<file path="src/rtl/takvim_pkg.sv">
// Shared definitions for the calendar setting controller: field codes,
// per-field value ranges, FSM state encoding and the default edit timeout.
// Optional macro SANIYE_SIFIRLA_EN adds a seconds field (code 5): it can be
// set over UART, and commit clears it with a sixth write.
package takvim_pkg;

  localparam int TIMEOUT_S_DEF = 10;

  localparam logic [2:0] F_MIN   = 3'd0;
  localparam logic [2:0] F_HOUR  = 3'd1;
  localparam logic [2:0] F_DAY   = 3'd2;
  localparam logic [2:0] F_MONTH = 3'd3;
  localparam logic [2:0] F_YEAR  = 3'd4;
  localparam logic [2:0] F_SEC   = 3'd5;

`ifdef SANIYE_SIFIRLA_EN
  localparam int         COMMIT_LEN = 6;
  localparam logic [2:0] F_LAST_OK  = F_SEC;
`else
  localparam int         COMMIT_LEN = 5;
  localparam logic [2:0] F_LAST_OK  = F_YEAR;
`endif

  typedef enum logic [1:0] {
    ST_IDLE    = 2'd0,
    ST_UART_WR = 2'd1,
    ST_EDIT    = 2'd2,
    ST_COMMIT  = 2'd3
  } state_t;

  // Smallest legal value of a field.
  function automatic logic [6:0] field_min(input logic [2:0] f);
    case (f)
      F_DAY, F_MONTH: field_min = 7'd1;
      default:        field_min = 7'd0;
    endcase
  endfunction

  // Largest legal value of a field; the day limit comes from the caller.
  function automatic logic [6:0] field_max(input logic [2:0] f, input logic [4:0] dim);
    case (f)
      F_MIN:   field_max = 7'd59;
      F_HOUR:  field_max = 7'd23;
      F_DAY:   field_max = {2'b00, dim};
      F_MONTH: field_max = 7'd12;
      F_YEAR:  field_max = 7'd99;
      F_SEC:   field_max = 7'd59;
      default: field_max = 7'd0;
    endcase
  endfunction

endpackage

</file>
<file path="src/rtl/gun_sayisi.sv">
// Days-in-month lookup. February has 29 days when the year is a multiple of
// four (years 2000..2099). Unused month codes map to 31.
module gun_sayisi #(
  parameter int YEAR_W = 7
) (
  input  logic [3:0]        i_ay,
  input  logic [YEAR_W-1:0] i_yil,
  output logic [4:0]        o_gun
);

  // Month/year to number of days.
  always_comb begin
    case (i_ay)
      4'd2:                    o_gun = (i_yil[1:0] == 2'b00) ? 5'd29 : 5'd28;
      4'd4, 4'd6, 4'd9, 4'd11: o_gun = 5'd30;
      default:                 o_gun = 5'd31;
    endcase
  end

endmodule

</file>
<file path="src/rtl/ayar_denetleyici.sv">
// Time/date setting controller. Sequences button-driven editing of the
// calendar fields on a shadow copy, commits the shadow to the timekeeping
// registers as a burst of writes, and arbitrates UART set-commands onto the
// same single write port. Optional macro: SANIYE_SIFIRLA_EN (seconds field).
//
// UART handshake: the requester raises uart_req with uart_field/uart_data
// stable and holds all three until uart_ack; uart_ack is a one-cycle pulse
// (with uart_err when rejected). A request still high the cycle after ack is
// a new request. Requests are only taken in IDLE; during EDIT/COMMIT they
// simply wait.
module ayar_denetleyici
  import takvim_pkg::*;
#(
  parameter int TIMEOUT_S = TIMEOUT_S_DEF,
  parameter int YEAR_W    = 7
) (
  input  logic              CLK,
  input  logic              reset,
  input  logic              tick_1hz,
  input  logic [4:0]        butonlar,
  input  logic [5:0]        cur_min,
  input  logic [4:0]        cur_hour,
  input  logic [4:0]        cur_day,
  input  logic [3:0]        cur_month,
  input  logic [YEAR_W-1:0] cur_year,
  input  logic              uart_req,
  input  logic [2:0]        uart_field,
  input  logic [6:0]        uart_data,
  output logic              uart_ack,
  output logic              uart_err,
  output logic              wr_en,
  output logic [2:0]        wr_field,
  output logic [6:0]        wr_data,
  output logic              edit_active,
  output logic [2:0]        edit_field,
  output logic [6:0]        edit_value,
  output logic              blink,
  output logic [1:0]        dbg_state
);

  localparam int               CNT_W    = $clog2(TIMEOUT_S + 1);
  localparam logic [CNT_W-1:0] CNT_LAST = CNT_W'(TIMEOUT_S - 1);

  state_t           r_state, w_state_nxt;
  logic [6:0]       r_sh [5];
  logic [6:0]       w_sh_nxt [5];
  logic [2:0]       r_field, w_field_nxt;
  logic             r_blink, w_blink_nxt;
  logic [CNT_W-1:0] r_cnt, w_cnt_nxt;
  logic [2:0]       r_idx, w_idx_nxt;
  logic [6:0]       r_val, w_val_nxt;
  logic [4:0]       w_dim_sh, w_dim_uart;
  logic [6:0]       w_day_commit, w_cur_val, w_lo, w_hi;
  logic             w_uart_ok;

  // Day limit for the shadow copy (edit wrap and commit clamp).
  gun_sayisi #(.YEAR_W(7)) u_dim_sh (
    .i_ay  (r_sh[F_MONTH][3:0]),
    .i_yil (r_sh[F_YEAR]),
    .o_gun (w_dim_sh)
  );

  // Day limit for UART day requests, checked against the live calendar.
  gun_sayisi #(.YEAR_W(YEAR_W)) u_dim_uart (
    .i_ay  (cur_month),
    .i_yil (cur_year),
    .o_gun (w_dim_uart)
  );

  assign w_day_commit = (r_sh[F_DAY] > {2'b00, w_dim_sh}) ? {2'b00, w_dim_sh} : r_sh[F_DAY];
  assign w_cur_val    = r_sh[r_field];
  assign w_lo         = field_min(r_field);
  assign w_hi         = field_max(r_field, w_dim_sh);
  assign w_uart_ok    = (uart_field <= F_LAST_OK) &&
                        (uart_data >= field_min(uart_field)) &&
                        (uart_data <= field_max(uart_field, w_dim_uart));

  assign edit_active = (r_state == ST_EDIT) || (r_state == ST_COMMIT);
  assign edit_field  = r_field;
  assign edit_value  = r_val;
  assign blink       = r_blink;
  assign dbg_state   = r_state;

  // Next-state, shadow update and write-port outputs.
  always_comb begin
    w_state_nxt = r_state;
    w_sh_nxt    = r_sh;
    w_field_nxt = r_field;
    w_blink_nxt = r_blink;
    w_cnt_nxt   = r_cnt;
    w_idx_nxt   = r_idx;
    uart_ack    = 1'b0;
    uart_err    = 1'b0;
    wr_en       = 1'b0;
    wr_field    = 3'd0;
    wr_data     = 7'd0;
    case (r_state)
      ST_IDLE: begin
        w_blink_nxt = 1'b0;
        if (butonlar[0]) begin
          w_state_nxt       = ST_EDIT;
          w_sh_nxt[F_MIN]   = {1'b0, cur_min};
          w_sh_nxt[F_HOUR]  = {2'b00, cur_hour};
          w_sh_nxt[F_DAY]   = {2'b00, cur_day};
          w_sh_nxt[F_MONTH] = {3'b000, cur_month};
          w_sh_nxt[F_YEAR]  = 7'(cur_year);
          w_field_nxt       = F_MIN;
          w_blink_nxt       = 1'b1;
          w_cnt_nxt         = '0;
        end else if (uart_req) begin
          w_state_nxt = ST_UART_WR;
        end
      end
      ST_UART_WR: begin
        uart_ack = 1'b1;
        if (w_uart_ok) begin
          wr_en    = 1'b1;
          wr_field = uart_field;
          wr_data  = uart_data;
        end else begin
          uart_err = 1'b1;
        end
        w_state_nxt = ST_IDLE;
      end
      ST_EDIT: begin
        // Only the highest-priority pressed button acts: center, then
        // left before right, then up before down.
        if (|butonlar) begin
          w_cnt_nxt   = '0;
          w_blink_nxt = 1'b1;
          if (butonlar[0]) begin
            w_state_nxt = ST_COMMIT;
            w_idx_nxt   = 3'd0;
            w_blink_nxt = 1'b0;
          end else if (butonlar[3]) begin
            w_field_nxt = (r_field == F_MIN) ? F_YEAR : r_field - 3'd1;
          end else if (butonlar[4]) begin
            w_field_nxt = (r_field >= F_YEAR) ? F_MIN : r_field + 3'd1;
          end else if (butonlar[1]) begin
            w_sh_nxt[r_field] = (w_cur_val >= w_hi) ? w_lo : w_cur_val + 7'd1;
          end else begin
            w_sh_nxt[r_field] = (w_cur_val <= w_lo) ? w_hi : w_cur_val - 7'd1;
          end
        end else if (tick_1hz) begin
          if (r_cnt == CNT_LAST) begin
            w_state_nxt = ST_IDLE;
            w_blink_nxt = 1'b0;
          end else begin
            w_cnt_nxt   = r_cnt + 1'b1;
            w_blink_nxt = ~r_blink;
          end
        end
      end
      ST_COMMIT: begin
        wr_en = 1'b1;
        case (r_idx)
          3'd0:    begin wr_field = F_YEAR;  wr_data = r_sh[F_YEAR];  end
          3'd1:    begin wr_field = F_MONTH; wr_data = r_sh[F_MONTH]; end
          3'd2:    begin wr_field = F_DAY;   wr_data = w_day_commit;  end
          3'd3:    begin wr_field = F_HOUR;  wr_data = r_sh[F_HOUR];  end
          3'd4:    begin wr_field = F_MIN;   wr_data = r_sh[F_MIN];   end
          default: begin wr_field = F_SEC;   wr_data = 7'd0;          end
        endcase
        if (r_idx == 3'(COMMIT_LEN - 1)) begin
          w_state_nxt = ST_IDLE;
        end else begin
          w_idx_nxt = r_idx + 3'd1;
        end
      end
      default: w_state_nxt = ST_IDLE;
    endcase
    w_val_nxt = ((w_state_nxt == ST_EDIT) || (w_state_nxt == ST_COMMIT)) ?
                w_sh_nxt[w_field_nxt] : 7'd0;
  end

  // State, shadow and edit registers.
  always_ff @(posedge CLK or negedge reset) begin
    if (!reset) begin
      r_state <= ST_IDLE;
      for (int i = 0; i < 5; i++) r_sh[i] <= 7'd0;
      r_field <= 3'd0;
      r_blink <= 1'b0;
      r_cnt   <= '0;
      r_idx   <= 3'd0;
      r_val   <= 7'd0;
    end else begin
      r_state <= w_state_nxt;
      r_sh    <= w_sh_nxt;
      r_field <= w_field_nxt;
      r_blink <= w_blink_nxt;
      r_cnt   <= w_cnt_nxt;
      r_idx   <= w_idx_nxt;
      r_val   <= w_val_nxt;
    end
  end

endmodule

</file>
<file path="config.mk">
export PLATFORM = sky130hd
export DESIGN_NAME = ayar_denetleyici
export DESIGN_NICKNAME = d
export VERILOG_FILES = /design/src/rtl/takvim_pkg.sv /design/src/rtl/gun_sayisi.sv /design/src/rtl/ayar_denetleyici.sv
export SDC_FILE = /design/constraint.sdc
export NUM_CORES = 1
export LEC_CHECK = 0
export CAP_MARGIN = 5
export CORE_ASPECT_RATIO = 0.7
export CORE_MARGIN = 3
export CORE_UTILIZATION = 51
export CTS_CLUSTER_DIAMETER = 40
export DETAILED_ROUTE_END_ITERATION = 10
export HOLD_SLACK_MARGIN = 0.1
export PLACE_DENSITY = 0.76
export SLEW_MARGIN = 20
export SYNTH_ARGS = -nofsm -noshare
export SYNTH_HDL_FRONTEND = slang
export SYNTH_HIERARCHICAL = 1
export SYNTH_SLANG_ARGS = --single-unit
export TNS_END_PERCENT = 20
</file>
<file path="constraint.sdc">
create_clock -name CLK -period 3.6 [get_ports CLK]
set_input_delay 0.36 -clock CLK [delete_from_list [all_inputs] [get_ports CLK]]
set_output_delay 0.36 -clock CLK [all_outputs]
set_load 0.03 [all_outputs]
</file>
==> summary.txt, run 1 <==
Setup path
  – Worst path required time: 3.78 ns
  – Register-to-register setup slack: 0.02 ns
  – WP data arrival: 3.76 ns
  – Most common cell on crit path: buf_4
  – Crit path max fanout: 11
  – Crit start category: flop
  – CP max stage cell: dfrtp_2
  – Reg2reg start: edit_field[0]$_DFF_PN0_
  – Critical path capture point: edit_value[4]$_DFF_PN0_
  – Crit end category: flop
  – CP cell instances: buf_12 -> buf_4 -> mux2_4 -> a221oi_4 -> inv_1 -> ha_1 -> nand4_1 -> nor2_2 -> a211oi_4 -> buf_4 -> nand2_2 -> nor3_1 -> a211oi_2 -> a21oi_1 -> or3_1
  – Worst R2R End: edit_value[4]$_DFF_PN0_
  – Worst r2r path cells: 15
  – Delay of the slowest critical-path stage: 0.45 ns
  – Critical path startpoint: edit_field[0]$_DFF_PN0_
  – Worst Path Class, Setup: flop to flop

Route
  – Final wirelength: 22530 um
  – Antenna Nets Post-Route: 0
  – DR pass1 iterations: 7
  – DR iter-0 viols: 1056
  – Remaining routing DRC violations: 0
  – Via count: 6530
  – Vias/cell: 6.895
  – Routed WL per cell: 23.79 um

Timing
  – Final setup vio count: 0
  – Post-route minimum period: 3.585 ns
  – FMAX: 279.0 MHz
  – Crit share post-route: 99.58%
  – Max_slew headroom: 41.88%
  – RSZ-0062 raised after global routing: true
  – Worst Skew: 0.003895 ns
  – Hold Vio Cnt, Final: 0
  – Tightest hold margin: 0.1730 ns
  – Slew of the pin with the lowest slew margin: 0.8718 ns
  – Fin. max-slew vios: 0

Layout
  – ANT cells: 0
  – Commonest cells after routing, fill and taps aside: buf_4 (93), nor2_1 (57), clkdlybuf4s50_1 (53)
  – Most common cell after layout, fill and taps aside: buf_4
  – Layout cells sized above 1: 23.08%
  – Final core utilization: 70.99%
  – # nets final: 900
  – Area grow syn2layout: 30.86%
  – Post-Layout Inst Area: 7142 sq um
  – Filler cells: 840

Floorplan
  – Row count: 30
  – Full die area: 12000 sq um
  – Core area: 10060 sq um
  – Vert. Die Dim: 92.55 um
  – Die X: 129.6 um
  – IO Pins: 73
  – Initial core utilization: 54.25%

Global route
  – GR Overflow Total: 0
  – Pin count of the biggest net entering global routing: 37
  – Gr usage total: 36.69%
  – First-pass GRT wire length: 34130 um
  – Vias in the first global route: 6187
  – Number of antenna violations at the first check in global routing: 1

Synth
  – Synth Flop Type: dfrtp_1
  – Top cell type's share of synthesized area: 25.22%
  – Syn Area/Cell: 7.864 sq um
  – Gate Count Post-Synth: 694
  – Ranking of synthesized cells by area: dfrtp_1 (25%), ha_1 (8.3%), o21ai_0 (4.9%), nor2_1 (4.1%), a21oi_1 (3.7%)
  – Number of flops mapped to enable cells by yosys: 0
  – Cell variety after synth: 78
  – Synth Register Bits: 55
  – Yosys warns: 6
  – Netlist Area Pre-Place: 5458 sq um
  – Synth async-reset ratio: 100.0%
  – Most area-hungry cell type in the Yosys netlist: dfrtp_1
  – Register area share after synthesis: 25.22%

Min path
  – Hold crit path type: primary input to asynchronous set/reset pin

Placed design
  – # port buffers: 72
  – Gpl congestion: 1.056
  – Hpwl dp: 17640 um
  – DP Area: 6751 sq um

Clock network
  – Root Buffer: clkbuf_16
  – CTS sink cnt: 55
  – CTS Buffer Depth: 2
  – CTS tree: built
  – Hold_buf cts: 0
  – CTS HTree Levels: 2
  – Insertion delay to the later sink of the worst-skew pair: 0.30 ns
  – Worst-path clk slew: 0.07 ns
  – Number of CTS-inserted buffers: 5

Power and ir drop
  – Max VDD drop: 0.6802 mV
  – PwrDens: 1117 nW/um^2
  – P_leak: 3.083 nW

Run
  – Max Cap Viol: 0

Status
  – Outcome: finished, final reports clean
[synthesized netlist by cell type (all sizes together), types with 5 or more instances]
master  count
a211oi     15
a21o        7
a21oi      40
a222oi      7
a22oi      17
a31o        5
a31oi      10
and3        8
buf        16
clkbuf     26
dfrtp      55
ha         36
inv        38
mux2       21
mux2i       7
nand2      49
nand2b      8
nand3      22
nand4       7
nor2       61
nor2b      12
nor3       29
nor4        9
o211ai     11
o21a       16
o21ai      57
o22a        5
o22ai      21
o31ai       6
or3        10
[worst max-delay path, delay by kind of cell (launching register included)]
kind	cells	cell delay (ns)
AND/OR/NAND/NOR	5	0.91
AO/OA/AOI/OAI	4	0.87
buffers and inverters	4	0.61
flip-flops	1	0.45
multiplexers	1	0.32
adder cells (fa/ha/maj)	1	0.31
[final cells by class]
class | count | area (sq um) | share of cell area [%]
clock inverters | 2 | 35.03 | 0.4905
multi-input cells | 562 | 3955 | 55.38
inverters | 39 | 152.6 | 2.137
clock buffers | 6 | 138.9 | 1.945
flip-flops and latches | 55 | 1384 | 19.38
well taps | 128 | 160.2 | 2.242
repair buffers | 155 | 1316 | 18.43
[repair_timing]
action,in CTS,in global routing
resized for setup,11,44
buffers inserted,0,6
endpoints found under the setup margin,15,22
pin swaps,3,14
[layer usage]
| metal | wire, um | up-vias | global-route usage [%] |
|---|---|---|---|
| met4 | 771 | 0 | 10.12 |
| met1 | 9241 | 3065 | 53.32 |
| met2 | 9123 | 537 | 51.59 |
| met5 | 0 | - | 0 |
| met3 | 3397 | 81 | 12.22 |
| li1 | - | 2847 | - |
[cells by family after synthesis]
logic type | share of synthesized area [%]
muxes | 5.685
adders and majority gates | 8.253
and+or+nand+nor | 22.28
DFF | 25.22
buffers and inverters | 6.328
AOI/OAI and AO/OA | 30.97
other | 0.1376
xor gates and xnor gates | 1.123
[where the power goes]
| group | total, W | internal, W | switching (W) |
|---|---|---|---|
| registers | 0.00115 | 0.000848 | 0.000298 |
| logic | 0.00624 | 0.00255 | 0.00369 |
| clock network | 0.000590 | 0.000347 | 0.000243 |
[through the flow]
step                      std cells  setup TNS (ns)  total power, W  worst slack [ns]
after floorplan                 698               0        0.004585          0.004660
final                           947               0        0.007978           0.01525
after CTS                       941        -0.04482        0.007355          -0.01240
after detailed placement        933          -2.722        0.006731           -0.3615
after global routing            947         -0.1508        0.008343          -0.07107
after global placement          933          -1.921        0.006600           -0.3359
[registers in the layout (all words and copies together) (netlist names)]
signal / flops
edit_value: 7
dbg_state: 2
r_sh: 35
r_cnt: 4
edit_field: 3
r_idx: 3
blink: 1
[worst min-delay path by stage]
stage	start	slack [ns]	cells past startpoint	endpoint
3_3_place_gp	reset	0.50	1	r_sh[1]$_DFF_PN0_
3_5_place_dp	reset	0.51	1	r_sh[1]$_DFF_PN0_
5_1_grt	reset	0.22	1	r_sh[1]$_DFF_PN0_
2_1_floorplan	reset	0.06	0	blink$_DFFE_PN0P_
6_report	reset	0.17	1	r_sh[1]$_DFF_PN0_
4_1_cts	reset	0.19	1	r_sh[1]$_DFF_PN0_
Power figures use the tool's default switching activity.
==> inputs of run 2 (changes only) <==
Settings changed: HOLD_SLACK_MARGIN 0.1 to 0.08, RECOVER_POWER from default to 100, REMOVE_ABC_BUFFERS from default to 1.
==> run 2 against run 1 <==
  * The flow now finishes with violations (negative setup slack)
  * Wire length rose by 7.0%
  * Fmax fell by 1.7%
  * Non-clock buffer count rose by 42
  * Clock power fell by 13%
  * Power rose by 3.9%
  * Largest power group unchanged
  * Sequential share of layout area fell by 0.77 points
  * Global-route usage rose by 2.2 points
  * Via count rose by 3.5%
  * Combinational power rose by 6.4%
  * Worst hold slack improved by 0.33 ns
  * Clock skew rose by 0.0018 ns
  * Count of clock-buffer cells in the layout did not move
==> summary.txt, run 2 (synthesis results as in run 1) <==
Clock network
  – Number of CTS-inserted buffers: 5
  – Insertion delay to the later sink of the worst-skew pair: 0.30 ns
  – CTS sink cnt: 55
  – CTS Buffer Depth: 2
  – Worst-path clk slew: 0.07 ns
  – Root Buffer: clkbuf_16
  – CTS HTree Levels: 2
  – CTS tree: built

Setup path
  – Worst Path Class, Setup: flop to flop
  – WP data arrival: 3.80 ns
  – Crit start category: flop
  – Crit end category: flop
  – Worst r2r path cells: 16
  – Worst path required time: 3.75 ns
  – Crit path max fanout: 8

Global route
  – GR Overflow Total: 0
  – Vias in the first global route: 6181
  – First-pass GRT wire length: 35540 um
  – Number of antenna violations at the first check in global routing: 0
  – Gr usage total: 38.90%
  – Pin count of the biggest net entering global routing: 36

Timing
  – Tightest hold margin: 0.5061 ns
  – Fin. max-slew vios: 0
  – RSZ-0062 raised after global routing: true
  – Worst Skew: 0.005731 ns
  – Post-route minimum period: 3.647 ns
  – Setup TNS: -0.04657 ns
  – Final setup vio count: 1
  – Slew of the pin with the lowest slew margin: 1.128 ns
  – Max_slew headroom: 24.83%
  – Hold Vio Cnt, Final: 0
  – Crit share post-route: 101.3%
  – Post-route setup slack: -0.04657 ns
  – FMAX: 274.2 MHz

Floorplan
  – Core area: 10060 sq um
  – Full die area: 12000 sq um
  – Initial core utilization: 54.25%
  – IO Pins: 73
  – Row count: 30
  – Die X: 129.6 um
  – Vert. Die Dim: 92.55 um

Route
  – Vias/cell: 6.833
  – DR pass1 iterations: 10
  – Remaining routing DRC violations: 0
  – Via count: 6758
  – DR iter-0 viols: 1109
  – Final wirelength: 24100 um
  – Antenna Nets Post-Route: 0
  – Routed WL per cell: 24.37 um

Placed design
  – Placed instance count: 966
  – Gpl congestion: 1.086
  – Hpwl dp: 18780 um
  – Setup WS pre-CTS: -0.5665 ns
  – # port buffers: 72

Power and ir drop
  – Max VDD drop: 0.9952 mV
  – Clock power share: 6.2%
  – PwrDens: 1115 nW/um^2
  – Switching power total: 0.004419 W
  – Comb power frac: 80.1%
  – P_leak: 3.295 nW
  – Sequential power share: 13.7%
  – Net Sw Frac: 53.30%
  – P_int: 0.003872 W

Layout
  – Post-Layout Cell Count: 989
  – Commonest cells after routing, fill and taps aside: buf_4 (125), nor2_1 (56), o21ai_0 (50)
  – # nets final: 942
  – Layout cells sized above 1: 26.86%
  – Max reg flops: 35
  – Area grow syn2layout: 36.27%
  – Most common cell after layout, fill and taps aside: buf_4
  – Biggest register: r_sh

Min path
  – Hold depth: 4
  – Hold crit path type: primary input to flop

Status
  – Failing checks: negative setup slack
  – Outcome: finished with violations

Run
  – Max Cap Viol: 0
==> run 2: cell types whose count changed in the layout (fill, tap and decap cells not counted), sizes merged <==
cell and delta:
bufinv -1, clkdlybuf4s50 -16, buf +34, dlygate4sd3 +17, clkinvlp -1, clkbuf +9, diode +1, dlygate4sd2 -2
inv +1
==> run 2: per-stage QoR <==
step	area (sq um)	power, W	utilization [%]
after floorplan	5274	0.004372	-
after global placement	6948	0.006848	69.07
after detailed placement	6948	0.006986	69.07
after CTS	7184	0.007666	71.42
after global routing	7435	0.008673	73.91
final	7437	0.008291	73.93
==> run 2: final timing paths <==
check,from,endpoint,slack [ns]
worst max register to register,edit_field[0]$_DFF_PN0_,edit_value[0]$_DFF_PN0_,-0.05
min in group asynchronous,reset,r_sh[34]$_DFF_PN0_,0.79
max in group asynchronous,reset,r_sh[7]$_DFF_PN0_,1.20
worst min-delay path,cur_month[1],r_sh[8]$_DFF_PN0_,0.51
worst min register to register,blink$_DFFE_PN0P_,blink$_DFFE_PN0P_,0.53
worst max-delay path,edit_field[0]$_DFF_PN0_,edit_value[0]$_DFF_PN0_,-0.05
==> run 2: layout make-up <==
type | count | area, sq um
antenna | 1 | 2.502
clock buffer | 6 | 138.9
clock inverter | 1 | 5.005
fill | 785 | 2623
inverter | 39 | 146.4
multi-input combinational | 562 | 3990
sequential | 55 | 1384
tap | 128 | 160.2
timing repair buffer | 197 | 1610
==> run 2: what timing repair did <==
item	in CTS	in global routing
buffers inserted	1	12
hold buffers	1	0
pin swaps	11	32
setup endpoints to repair	20	37
gates cloned	1	0
resized for setup	30	56
endpoints found under the hold margin	20	0
==> run 2: critical path: stages, from the launching register on <==
cell	delay, ns
dfrtp_2	0.47
buf_6	0.16
and2b_1	0.23
and3_1	0.24
a221oi_4	0.26
inv_2	0.09
ha_4	0.25
a211oi_2	0.18
nor2_1	0.11
a211oi_2	0.16
buf_4	0.16
mux2_2	0.32
a32oi_1	0.16
buf_4	0.17
nand3_1	0.08
a22oi_1	0.28
o221ai_2	0.17
==> run 2: power groups by stage <==
stage | Clock [W] | Combinational (W) | Sequential (W)
3_5_place_dp | 0 | 0.00588 | 0.00111
3_3_place_gp | 0 | 0.00575 | 0.00109
2_1_floorplan | 0 | 0.00313 | 0.00125
6_report | 0.000511 | 0.00664 | 0.00114
4_1_cts | 0.000509 | 0.00605 | 0.00111
5_1_grt | 0.000534 | 0.00699 | 0.00115
==> run 2: routing by layer <==
| layer | track usage (%) | share of wire [%] | vias up |
|---|---|---|---|
| met4 | 10.29 | 3.5 | 0 |
| met5 | 0 | 0 | - |
| met3 | 11.01 | 14 | 86 |
| met1 | 56.93 | 41 | 3179 |
| met2 | 55.87 | 41 | 550 |
| li1 | - | - | 2943 |
==> RTL edit 1, RTL diff (flow settings as in run 1) <==
Reset style: synchronous (`reset`), changed in one clocked block.
--- a/src/rtl/ayar_denetleyici.sv
+++ b/src/rtl/ayar_denetleyici.sv
@@ -175,5 +175,5 @@
 
   // State, shadow and edit registers.
-  always_ff @(posedge CLK or negedge reset) begin
+  always_ff @(posedge CLK) begin
     if (!reset) begin
       r_state <= ST_IDLE;
Behaviour: differs if reset is asserted again (counterexample within 4 cycles, from zero or initial values and one cycle with reset low); with reset held inactive, the same outputs for 4 cycles.
==> RTL edit 1 against run 1 <==
  * The run now ends with negative setup slack left
  * Worst setup slack got worse by 0.064 ns
  * Design area shrank 4.4%
  * Wire length is 5.7% lower
  * Sequential cell count did not move
  * Area after synthesis is 3.9% lower
  * Count of clock-buffer cells in the layout unchanged
  * Sequential share of layout area shrank 3.1 points
Power is left out: it rests on default switching activity, and per cell area and clock period it moved more than threefold.
==> RTL edit 1: results (changes against run 1) <==
GRT Total Usage=35.8% (-0.89 points); cell family with most CP delay=compound AO/OA/AOI/OAI gates; Post-synth ARST share=0% (-100 points); critical path fanouts, max=5 (-6); WL final=21.2 mm (-5.7%); layout cells sized above 1=18.6% (-4.5 points); drt pass-1 iters=9 (+2); Worst Reg-to-Reg Cells=14 (-1); slowest library cell on the worst path=or4b_4; Yosys cell types=80 (+2.6%); outcome=finished with violations; Final GP Congestion=1.01 (-4.6%); final setup vio count=7 (+7); WHS Path Cells=2; initial antenna violation count=0 (-1); vias=6276 (-3.9%); first-pass GRT wire length=32.6 mm (-4.5%); synth top area cells=dfxtp_1 21%, ha_1 8.6%, nand2_1 5.6%, a21oi_1 5.4%, nor2_1 4.8%; Post-synth top cells=78 x nand2_1, 67 x nor2_1, 57 x a21oi_1, 55 x dfxtp_1, 44 x o21ai_0; fin nets=924 (+2.7%); clk_skew=0.00774 ns (+0.00385 ns); Main synth FF type=dfxtp_1; largest net degree at the start of global routing=32 (-14%); sequential area share after synthesis=21.0% (-4.2 points); Worst R2R Setup Slack=0 ns (-0.02 ns); initial drt markers=901 (-15%); PnR worst setup slack=-0.0492 ns (-0.0644 ns); violations in the final reports=negative setup slack; HP Class=flip-flop to flip-flop; post-DP HPWL=16.7 mm (-5.4%)
[RTL edit 1: per-stage QoR]
stage | setup WS, ns | instances | setup TNS [ns] | util [%]
detailed placement | -0.608 | 960 | -5.89 | 66.8
finish | -0.0492 | 971 | -0.243 | 69.4
CTS | 0.00657 | 970 | 0 | 68.8
global placement | -0.605 | 960 | -5.55 | 66.8
floorplan | -0.0658 | 715 | -0.151 | -
global route | -0.170 | 971 | -1.34 | 69.4
[RTL edit 1: routing by layer]
metal | part of all wire, % | vias up | track usage, % | wire, um
li1 | - | 2862 | - | -
met1 | 44 | 2914 | 52.6 | 9250
met2 | 41 | 442 | 50.5 | 8640
met3 | 14 | 58 | 11.2 | 2880
met4 | 2.2 | 0 | 8.39 | 462
met5 | 0 | - | 0 | 0
[RTL edit 1: area by class of cell]
cell class	instances	area (um2)
clock buffer	6	129
clock inverter	2	12.5
fill	813	3010
inverter	33	124
multi-input combinational	586	3890
sequential	55	1110
tap	128	160
timing repair buffer	161	1400
[RTL edit 1: cell families (layout without fill, tap and decap cells)]
group,after synthesis,count (layout),share of synthesized area (%)
buf+inv,74,202,6.39
compound gates,239,239,31.5
fa+ha+maj,36,36,8.59
simple gates,271,271,25.9
flops,55,55,21.0
xor+xnor,8,8,1.34
other cells,2,6,0.143
mux,26,26,5.11
[RTL edit 1: worst paths after layout]
check | startpoint | to
worst max-delay path | cur_month[3] | wr_data[1]
worst min-delay path | r_sh[27] | r_sh[27]
worst max register to register | edit_field[0] | edit_value[0]
worst min register to register | r_sh[27] | r_sh[27]
[RTL edit 1: timing repair]
item	4_1_cts	5_1_grt
resized for setup	38	19
pin swaps	12	1
endpoints found under the setup margin	15	16
setup buffers	1	1
gates cloned	1	0
==> RTL edit 2, RTL diff (config.mk and constraints of run 1) <==
Without the edit above. `TIMEOUT_S_DEF`: 10 -> 9.
--- a/src/rtl/takvim_pkg.sv
+++ b/src/rtl/takvim_pkg.sv
@@ -5,5 +5,5 @@
 package takvim_pkg;
 
-  localparam int TIMEOUT_S_DEF = 10;
+  localparam int TIMEOUT_S_DEF = 9;
 
   localparam logic [2:0] F_MIN   = 3'd0;
Formal check against the unedited RTL: no difference found for any inputs over 4 cycles, from zero or initial values and one cycle with reset low; that may be too few to reach the edited logic, so the function may still have changed.
==> RTL edit 2 against run 1 <==
  * The run now ends with negative setup slack left
  * Design area is 3.5% higher
  * Maximum frequency is 2.8% lower
  * Power fell by 2.5%
  * Combinational power shrank 2%
  * Clock power is 12% lower
  * Wire length fell by 5.6%
  * Worst setup slack worse by 0.10 ns
  * Sequential cell count unchanged
  * Area after synthesis down 3.6%
==> RTL edit 2: results (changes against run 1) <==
Synth Area in Adders=8.32% (+0.066 points); Main synth FF type=dfrtp_1; xor and xnor fraction of the mapped netlist area=0.832% (-0.29 points); yosys warns=6 (unchanged); Post-DP Area=6870 um2 (+1.8%); fin nets=912 (+1.3%); GRT Total Usage=35.2% (-1.5 points); clk_skew=0.00779 ns (+0.00389 ns); violations in the final reports=negative setup slack; mux contribution to synthesized area=5.49% (-0.19 points); Pleak=3.22 nW (+4.3%); WL/cell=22.2 um (-6.9%); Critical Path AT=3.89 ns (+0.13 ns); Least-Margin Pin Slew=0.847 ns (-0.0249 ns); CTS Root Cell=clkbuf_16; H-tree depth=2 (unchanged); vias in the first global route=5820 (-5.9%); Die X=127 um (-1.7%); Final GP Congestion=1.02 (-3.5%); synth top area cells=dfrtp_1 26%, ha_1 8.3%, o21ai_0 5.6%, nor2_1 4.7%, a21oi_1 4.0%; sequential area share after synthesis=26.1% (+0.93 points); max reg flops=35 (unchanged); initial antenna violation count=0 (-1); largest net degree at the start of global routing=39 (+5.4%); critical path fanouts, max=6 (-5); cell family with most CP delay=compound AO/OA/AOI/OAI gates; crit-path max cell delay=0.48 ns (+0.03 ns); R2R Path Start=r_sh[9]; Cells after DPL=941 (+0.86%); Synth Area in Compound Gates=32.1% (+1.2 points); WS Path Type=flip-flop to flip-flop; Yosys cell types=73 (-6.4%); TNS Setup=-0.468 ns (-0.468 ns); first-pass GRT wire length=32.2 mm (-5.7%); Worst Reg-to-Reg Cells=16 (+1); PnR worst setup slack=-0.0868 ns (-0.102 ns); Ant. Diodes=0 (unchanged); Hold Worst Slack=0.155 ns (-0.0179 ns); outcome=finished with violations; final setup vio count=9 (+9); WL final=21.3 mm (-5.6%); HP Class=input pin to async pin; number of buffers created by CTS=5 (unchanged); Post-CTS Resized=42 (+31); slowest library cell on the worst path=dfrtp_1; Setup Buffers After CTS=3 (+3); Post-synth top cells=66 x nor2_1, 59 x o21ai_0, 55 x dfrtp_1, 43 x nand2_1, 42 x a21oi_1; Worst VDD drop=0.549 mV (-19%); layout cells sized above 1=27.9% (+4.8 points); Via density=6.52 (-5.4%); RR Endpoint=edit_value[3]; initial drt markers=936 (-11%); Slew Viols, Final=0 (unchanged); Reg with most FFs=r_sh; post-DP HPWL=16.5 mm (-6.3%); drt pass-1 iters=6 (-1); pre-CTS setup slack=-0.558 ns (-0.197 ns); Mapped Cells=662 (-4.6%)
RTL edit 2: cell types whose count changed in the layout (fill, tap and decap cells not counted), sizes merged, moves of 6 or more:
cell	delta
nor2	+7
nand2b	+7
o311ai	+7
buf	+45
nor4	-6
mux2	-8
nand2	-6
and3	-7
o211ai	-6
nor3	-16
or4	+6
mux2i	+6
RTL edit 2: area by class of cell:
cell class                 count  area, um2
timing repair buffer         196       1670
multi-input combinational    534       3880
tap                          128        160
clock inverter                 3       27.5
sequential                    55       1380
fill                         778       2480
inverter                      39        146
clock buffer                   5        125
RTL edit 2: where the power goes:
group / switching [W] / internal [W] / total [W]
Combinational: 0.00342 / 0.00272 / 0.00613
Sequential: 0.000285 / 0.000842 / 0.00113
Clock: 0.000255 / 0.000265 / 0.000520
Total: 0.00396 / 0.00382 / 0.00778
RTL edit 2: metal layers:
metal	share of wire [%]	GRT usage, %	vias up
met5	0	0	-
met4	2.3	6.88	0
met3	13	11.1	61
met2	42	50.6	432
met1	42	52.0	2942
li1	-	-	2828
